$ cat src/rtl/gig_basex_tx_scheduler_if.sv
// Bus between the aneg FSM / GMII MAC (master) and the TX code-group scheduler (slave).
interface gig_basex_tx_scheduler_if;
    logic        aneg_req;
    logic [15:0] aneg_config;
    logic        gmii_tx_en;
    logic        gmii_tx_er;
    logic [7:0]  gmii_txd;
    logic        tx_data_is_ctl;
    logic [7:0]  tx_data;
    logic        cfg_active;
    logic        frame_drop;

    modport master (
        output aneg_req, aneg_config, gmii_tx_en, gmii_tx_er, gmii_txd,
        input  tx_data_is_ctl, tx_data, cfg_active, frame_drop
    );

    modport slave (
        input  aneg_req, aneg_config, gmii_tx_en, gmii_tx_er, gmii_txd,
        output tx_data_is_ctl, tx_data, cfg_active, frame_drop
    );
endinterface

$ cat src/rtl/gig_basex_tx_scheduler.sv
// 1000BASE-X/SGMII TX code-group scheduler: idle, /C/ config sets and GMII frames on one even-aligned lane.
// Define GIG_TX_SCHED_STATS_EN to add the stat_frames / stat_drops counters.
module gig_basex_tx_scheduler (
    input  logic                    clk_125mhz,
    input  logic                    rst_n,
`ifdef GIG_TX_SCHED_STATS_EN
    output logic [31:0]             stat_frames,
    output logic [15:0]             stat_drops,
`endif
    gig_basex_tx_scheduler_if.slave bus
);
    localparam logic [7:0] K28_5 = 8'hBC;  // /K/ comma, first group of /I/ and /C/
    localparam logic [7:0] D16_2 = 8'h50;  // /I2/ second group
    localparam logic [7:0] K27_7 = 8'hFB;  // /S/
    localparam logic [7:0] K29_7 = 8'hFD;  // /T/
    localparam logic [7:0] K23_7 = 8'hF7;  // /R/
    localparam logic [7:0] K30_7 = 8'hFE;  // /V/
    localparam logic [7:0] D21_5 = 8'hB5;  // /C1/ second group
    localparam logic [7:0] D2_2  = 8'h42;  // /C2/ second group

    // Each state names what goes on the wire at the next edge.
    typedef enum logic [2:0] {
        S_IDLE_K, S_IDLE_D, S_START, S_CFG, S_DATA, S_END_R, S_END_R2
    } state_t;

    state_t      r_state, w_state_nxt;
    logic [2:0]  r_cfg_idx, w_cfg_idx_nxt;
    logic [15:0] r_cfg_latch, w_cfg_latch_nxt;
    logic        r_slot_odd;
    logic        r_tx_en_d;
    logic [7:0]  r_tx_data, w_tx_data;
    logic        r_tx_ctl, w_tx_ctl;
    logic        r_cfg_active, w_cfg_active;
    logic        r_frame_drop, w_frame_drop;
    logic        w_sof;
    logic        w_tx_en_rise;

    assign w_tx_en_rise = bus.gmii_tx_en & ~r_tx_en_d;

    always_comb begin
        // NOTE: every output of this block gets a default first, so no path through the case can infer a latch.
        w_state_nxt     = r_state;
        w_cfg_idx_nxt   = r_cfg_idx;
        w_cfg_latch_nxt = r_cfg_latch;
        w_tx_data       = K28_5;
        w_tx_ctl        = 1'b1;
        w_cfg_active    = 1'b0;
        w_frame_drop    = 1'b0;
        w_sof           = 1'b0;
        case (r_state)
            S_IDLE_K: begin
                if (bus.aneg_req) begin
                    // Config wins over a simultaneous frame start; that frame is discarded.
                    w_cfg_active    = 1'b1;
                    w_frame_drop    = w_tx_en_rise;
                    w_cfg_latch_nxt = bus.aneg_config;
                    w_cfg_idx_nxt   = 3'd1;
                    w_state_nxt     = S_CFG;
                end else if (w_tx_en_rise) begin
                    w_tx_data   = K27_7;
                    w_sof       = 1'b1;
                    w_state_nxt = S_DATA;
                end else begin
                    w_state_nxt = S_IDLE_D;
                end
            end
            S_IDLE_D: begin
                w_tx_data   = D16_2;
                w_tx_ctl    = 1'b0;
                w_state_nxt = w_tx_en_rise ? S_START : S_IDLE_K;
            end
            S_START: begin
                w_tx_data   = K27_7;
                w_sof       = 1'b1;
                w_state_nxt = S_DATA;
            end
            S_DATA: begin
                if (!bus.gmii_tx_en) begin
                    w_tx_data   = K29_7;
                    w_state_nxt = S_END_R;
                end else if (bus.gmii_tx_er) begin
                    w_tx_data = K30_7;
                end else begin
                    w_tx_data = bus.gmii_txd;
                    w_tx_ctl  = 1'b0;
                end
            end
            S_END_R: begin
                w_tx_data    = K23_7;
                w_frame_drop = w_tx_en_rise;
                w_state_nxt  = r_slot_odd ? S_IDLE_K : S_END_R2;
            end
            S_END_R2: begin
                w_tx_data    = K23_7;
                w_frame_drop = w_tx_en_rise;
                w_state_nxt  = S_IDLE_K;
            end
            S_CFG: begin
                w_cfg_active  = 1'b1;
                w_frame_drop  = w_tx_en_rise;
                w_cfg_idx_nxt = r_cfg_idx + 3'd1;
                w_tx_ctl      = 1'b0;
                case (r_cfg_idx[1:0])
                    2'd0: begin
                        w_tx_ctl        = 1'b1;
                        w_cfg_latch_nxt = bus.aneg_config;
                    end
                    2'd1: w_tx_data = r_cfg_idx[2] ? D2_2 : D21_5;
                    2'd2: w_tx_data = r_cfg_latch[7:0];
                    default: begin
                        // Exit only once a complete four-group set is out.
                        w_tx_data = r_cfg_latch[15:8];
                        if (!bus.aneg_req) w_state_nxt = S_IDLE_K;
                    end
                endcase
            end
            default: w_state_nxt = S_IDLE_K;
        endcase
    end

    always_ff @(posedge clk_125mhz) begin
        if (!rst_n) begin
            r_state      <= S_IDLE_K;
            r_cfg_idx    <= 3'd0;
            r_cfg_latch  <= 16'd0;
            r_slot_odd   <= 1'b0;
            r_tx_en_d    <= 1'b0;
            r_tx_data    <= 8'd0;
            r_tx_ctl     <= 1'b0;
            r_cfg_active <= 1'b0;
            r_frame_drop <= 1'b0;
        end else begin
            // NOTE: non-blocking assignments so every register samples pre-edge values regardless of order.
            r_state      <= w_state_nxt;
            r_cfg_idx    <= w_cfg_idx_nxt;
            r_cfg_latch  <= w_cfg_latch_nxt;
            r_slot_odd   <= ~r_slot_odd;
            r_tx_en_d    <= bus.gmii_tx_en;
            r_tx_data    <= w_tx_data;
            r_tx_ctl     <= w_tx_ctl;
            r_cfg_active <= w_cfg_active;
            r_frame_drop <= w_frame_drop;
        end
    end

    assign bus.tx_data        = r_tx_data;
    assign bus.tx_data_is_ctl = r_tx_ctl;
    assign bus.cfg_active     = r_cfg_active;
    assign bus.frame_drop     = r_frame_drop;

`ifdef GIG_TX_SCHED_STATS_EN
    logic [31:0] r_stat_frames;
    logic [15:0] r_stat_drops;

    always_ff @(posedge clk_125mhz) begin
        if (!rst_n) begin
            r_stat_frames <= 32'd0;
            r_stat_drops  <= 16'd0;
        end else begin
            r_stat_frames <= r_stat_frames + {31'd0, w_sof};
            r_stat_drops  <= r_stat_drops + {15'd0, w_frame_drop};
        end
    end

    assign stat_frames = r_stat_frames;
    assign stat_drops  = r_stat_drops;
`endif
endmodule

$ cat src/flat_wrapper.sv
// flat-port wrapper written by rule: the top's interface ports become plain ports
module gig_basex_tx_scheduler_flat 
  (clk_125mhz, rst_n, bus_aneg_req, bus_aneg_config, bus_gmii_tx_en, bus_gmii_tx_er, bus_gmii_txd, bus_tx_data_is_ctl, bus_tx_data, bus_cfg_active, bus_frame_drop);
  gig_basex_tx_scheduler_if bus_i ();
  input  logic clk_125mhz;
  input  logic rst_n;
  input wire logic [$bits(bus_i.aneg_req)-1:0] bus_aneg_req;
  input wire logic [$bits(bus_i.aneg_config)-1:0] bus_aneg_config;
  input wire logic [$bits(bus_i.gmii_tx_en)-1:0] bus_gmii_tx_en;
  input wire logic [$bits(bus_i.gmii_tx_er)-1:0] bus_gmii_tx_er;
  input wire logic [$bits(bus_i.gmii_txd)-1:0] bus_gmii_txd;
  output wire logic [$bits(bus_i.tx_data_is_ctl)-1:0] bus_tx_data_is_ctl;
  output wire logic [$bits(bus_i.tx_data)-1:0] bus_tx_data;
  output wire logic [$bits(bus_i.cfg_active)-1:0] bus_cfg_active;
  output wire logic [$bits(bus_i.frame_drop)-1:0] bus_frame_drop;
  assign bus_i.aneg_req = bus_aneg_req;
  assign bus_i.aneg_config = bus_aneg_config;
  assign bus_i.gmii_tx_en = bus_gmii_tx_en;
  assign bus_i.gmii_tx_er = bus_gmii_tx_er;
  assign bus_i.gmii_txd = bus_gmii_txd;
  assign bus_tx_data_is_ctl = bus_i.tx_data_is_ctl;
  assign bus_tx_data = bus_i.tx_data;
  assign bus_cfg_active = bus_i.cfg_active;
  assign bus_frame_drop = bus_i.frame_drop;
  gig_basex_tx_scheduler u_core (.clk_125mhz(clk_125mhz), .rst_n(rst_n), .bus(bus_i));
endmodule
$ cat config.mk
export PLATFORM = sky130hd
export DESIGN_NAME = gig_basex_tx_scheduler_flat
export DESIGN_NICKNAME = d
export VERILOG_FILES = /design/src/rtl/gig_basex_tx_scheduler_if.sv /design/src/rtl/gig_basex_tx_scheduler.sv /design/src/flat_wrapper.sv
export SDC_FILE = /design/constraint.sdc
export NUM_CORES = 1
export LEC_CHECK = 0
export CAP_MARGIN = 25
export CELL_PAD_IN_SITES_DETAIL_PLACEMENT = 1
export CELL_PAD_IN_SITES_GLOBAL_PLACEMENT = 1
export CORE_MARGIN = 1.5
export CORE_UTILIZATION = 40
export DETAILED_ROUTE_END_ITERATION = 8
export PLACE_DENSITY_LB_ADDON = 0.08
export SLEW_MARGIN = 5
export SYNTH_ARGS = -nofsm -noshare
export SYNTH_HDL_FRONTEND = slang
export SYNTH_SLANG_ARGS = --single-unit
$ cat constraint.sdc
create_clock -name clk_125mhz -period 5.2 [get_ports clk_125mhz]
set_input_delay 0.78 -clock clk_125mhz [delete_from_list [all_inputs] [get_ports clk_125mhz]]
set_output_delay 0.78 -clock clk_125mhz [all_outputs]
set_load 0.1 [all_outputs]
==> reports/results.ini <==
[status]
status=finished, final reports clean

[placed_design]
dp_slack_ns=2.30
gp_congestion=0.758
hpwl_mm=3.27
io_buffer_count=39
placement.cell_area_um2=2100
dp_cells=266

[clock_network]
clk_latency_ns=0.29
htree_levels=2
post-cts-setup-buffers=0
cts_buffer_depth=2
tritoncts=yes
cts_made_buffers=5
root_buffer=clkbuf_8
clock_sinks=35
clkSlewWorstSetupHoldPaths_ns=0.07
hold_buffers=0
cts_resized=0

[pwr]
switching_share_pct=37.9
power_frac_comb_pct=36.1
clkPwrFrac_pct=24.7
p_leak_nw=0.795
vdd_drop_max_uv=288
internal-power_mw=0.540
p_per_area_nw_per_um2=395
switchingPower_mw=0.329
power.share.sequential_pct=39.2

[routing]
first_pass_iters=4
wire_per_inst_um=16.2
wl_met3_um=181
wl_mm=4.43
drc=0
highest-signal-layer=met4
wl_met1_mm=1.91
drtAntennaViolNets=0
drt_iter0_drc=59
dr_wl_met2_mm=2.28
num_vias=1450
via_per_inst=5.29

[final_layout]
fillers=475
instances_no_fill=274
seqCellArea_um2=701
fin_area_um2=2200
nNetsFinal=256
area_growth_pct=28.4
multi_input_area_um2=903
antennaDiodeCount=0
final_layout_size_suffix_gt1_share_pct=5.36
utilization_pct=54.2

[hold_path]
whs_endpoint=u_core.r_slot_odd$_SDFF_PN0_
hold_start=u_core.r_slot_odd$_SDFF_PN0_
whs_path_depth=1
worstHoldPathType=flip-flop to flip-flop

[critical_path]
crit_arrival_ns=2.74
cp_max_fo=16
worstRegToRegCells=4
r2r_start=u_core.r_state[0]$_SDFFE_PN0P_
endpoint_kind=flip-flop
worstPathRequired_ns=5.38
start_kind=input port
crit-reg2reg-capture=u_core.r_cfg_latch[15]$_SDFFE_PN0P_
rrSetupSlack_ns=3.14
path_class=input port to flip-flop

[synthesis]
synth.area.top_cells=dfxtp_1 41%, mux2i_1 9.9%, nor2b_1 7.7%
synth_edf_count=0
synth-async-reset-ratio_pct=0
yosys.area.top_type_share_pct=40.9
synthFlopType=dfxtp_1
syn_avg_cell_area_um2=9.10
yosys.area.top_type=dfxtp_1
synth_most_common_cell=dfxtp_1
synthesis.area_um2=1710
synthTopCellsByCount=35 x dfxtp_1, 21 x nor2b_1, 17 x mux2i_1
yosys_warnings=0
synth_cells=188
synth_fp_nets=221
ys_types=43
ys_ff_latch=35
synth_seq_area_share_pct=40.9

[timing]
rsz0062_at_grt=false
period_share_pct=49.2
finClkSkew_ns=0.00338
finalHoldViolCount=0
fmax_mhz=391
setup_ws_ns=2.64
period_needed_ns=2.56
setup_viol=0
drv_slew=0
setup_tns_ns=0
worst_pin_slew_ns=0.977
slew_headroom_pct=34.7

[die]
die_width_um=68.4
initial_utilization_pct=42.2
ios=40
dieArea_um2=4680
design.core.area_um2=4060
die_h_um=68.4
rows=23

[run]
max-cap-violations=0

[global_route]
globalRouteOverflowTotal=0
grt_pass1_wl_mm=7.02
antenna_found_initial=0
grt_usage_pct=21.0
grt_pass1_vias=1476
grt_max_degree=34

layer usage:
layer	global-route usage (%)	vias to the layer above
met5	0	-
met4	7.50	0
met3	5.10	7
met2	36.7	26
met1	24.7	691
li1	-	726
placed cells by master, fill, tap and decap left out, types with 3 or more instances in the layout:
cell | Yosys | layout
clkdlybuf4s50_1 | 0 | 39
nand2_1 | 13 | 13
nor3_1 | 3 | 3
mux2i_1 | 17 | 17
inv_1 | 11 | 11
nand3_1 | 3 | 3
a21oi_1 | 13 | 13
nor2b_1 | 21 | 21
dfxtp_1 | 35 | 35
nor2_1 | 5 | 5
a31oi_1 | 3 | 3
nand2b_1 | 4 | 4
ha_1 | 4 | 4
a221o_1 | 4 | 4
clkbuf_8 | 0 | 7
o21ai_0 | 13 | 13
through the flow:
stage / power (mW) / hold slack (ns)
2_1_floorplan: 0.582 / 0.383
3_3_place_gp: 0.648 / 0.409
3_5_place_dp: 0.661 / 0.447
4_1_cts: 0.881 / 0.458
5_1_grt: 0.917 / 0.470
6_report: 0.869 / 0.452
state kept, by name (all words and copies together), names as in the netlist:
signal / cells
u_core.r_cfg_idx: 3
u_core.bus.tx_data_is_ctl: 1
u_core.r_state: 3
u_core.bus.frame_drop: 1
u_core.bus.tx_data: 8
u_core.bus.cfg_active: 1
u_core.r_tx_en_d: 1
u_core.r_slot_odd: 1
u_core.r_cfg_latch: 16
cell families after synthesis:
| family | synth area share (%) |
|---|---|
| buffers and inverters | 6.29 |
| XOR/XNOR | 0.512 |
| multiplexers | 9.94 |
| AND/OR/NAND/NOR | 19.9 |
| adder cells (fa/ha/maj) | 2.92 |
| flip-flops | 40.9 |
| AO/OA/AOI/OAI | 19.5 |
how the worst max path moves through the flow:
stage | start | end | depth (start not counted)
6_report | bus_aneg_req | u_core.r_cfg_latch[15]$_SDFFE_PN0P_ | 5
5_1_grt | bus_aneg_req | u_core.r_cfg_latch[7]$_SDFFE_PN0P_ | 5
4_1_cts | bus_aneg_req | u_core.r_cfg_latch[15]$_SDFFE_PN0P_ | 5
3_5_place_dp | bus_aneg_req | u_core.r_cfg_latch[15]$_SDFFE_PN0P_ | 5
3_3_place_gp | bus_aneg_req | u_core.r_cfg_latch[2]$_SDFFE_PN0P_ | 5
2_1_floorplan | bus_aneg_req | u_core.r_cfg_latch[10]$_SDFFE_PN0P_ | 5
worst max-delay path, cell delays in order:
cell             delay, ns
clkdlybuf4s50_1       0.58
or3b_4                0.43
a21oi_4               0.59
mux2i_1               0.28
nor2b_1               0.07
cell type report:
class,instances,share of cell area [%]
clock buffers,8,4.55
inverters,11,1.88
multi-input cells,131,41.1
flip-flops and latches,35,31.9
well taps,50,2.85
repair buffers,39,17.8
power groups by stage:
| stage | clock [mW] | combinational [mW] | sequential (mW) |
|---|---|---|---|
| floorplan | 0 | 0.154 | 0.428 |
| global placement | 0 | 0.304 | 0.343 |
| detailed placement | 0 | 0.315 | 0.346 |
| CTS | 0.223 | 0.317 | 0.341 |
| global route | 0.234 | 0.336 | 0.347 |
| finish | 0.215 | 0.314 | 0.340 |
Note: power is estimated with default switching activity, not from simulation.
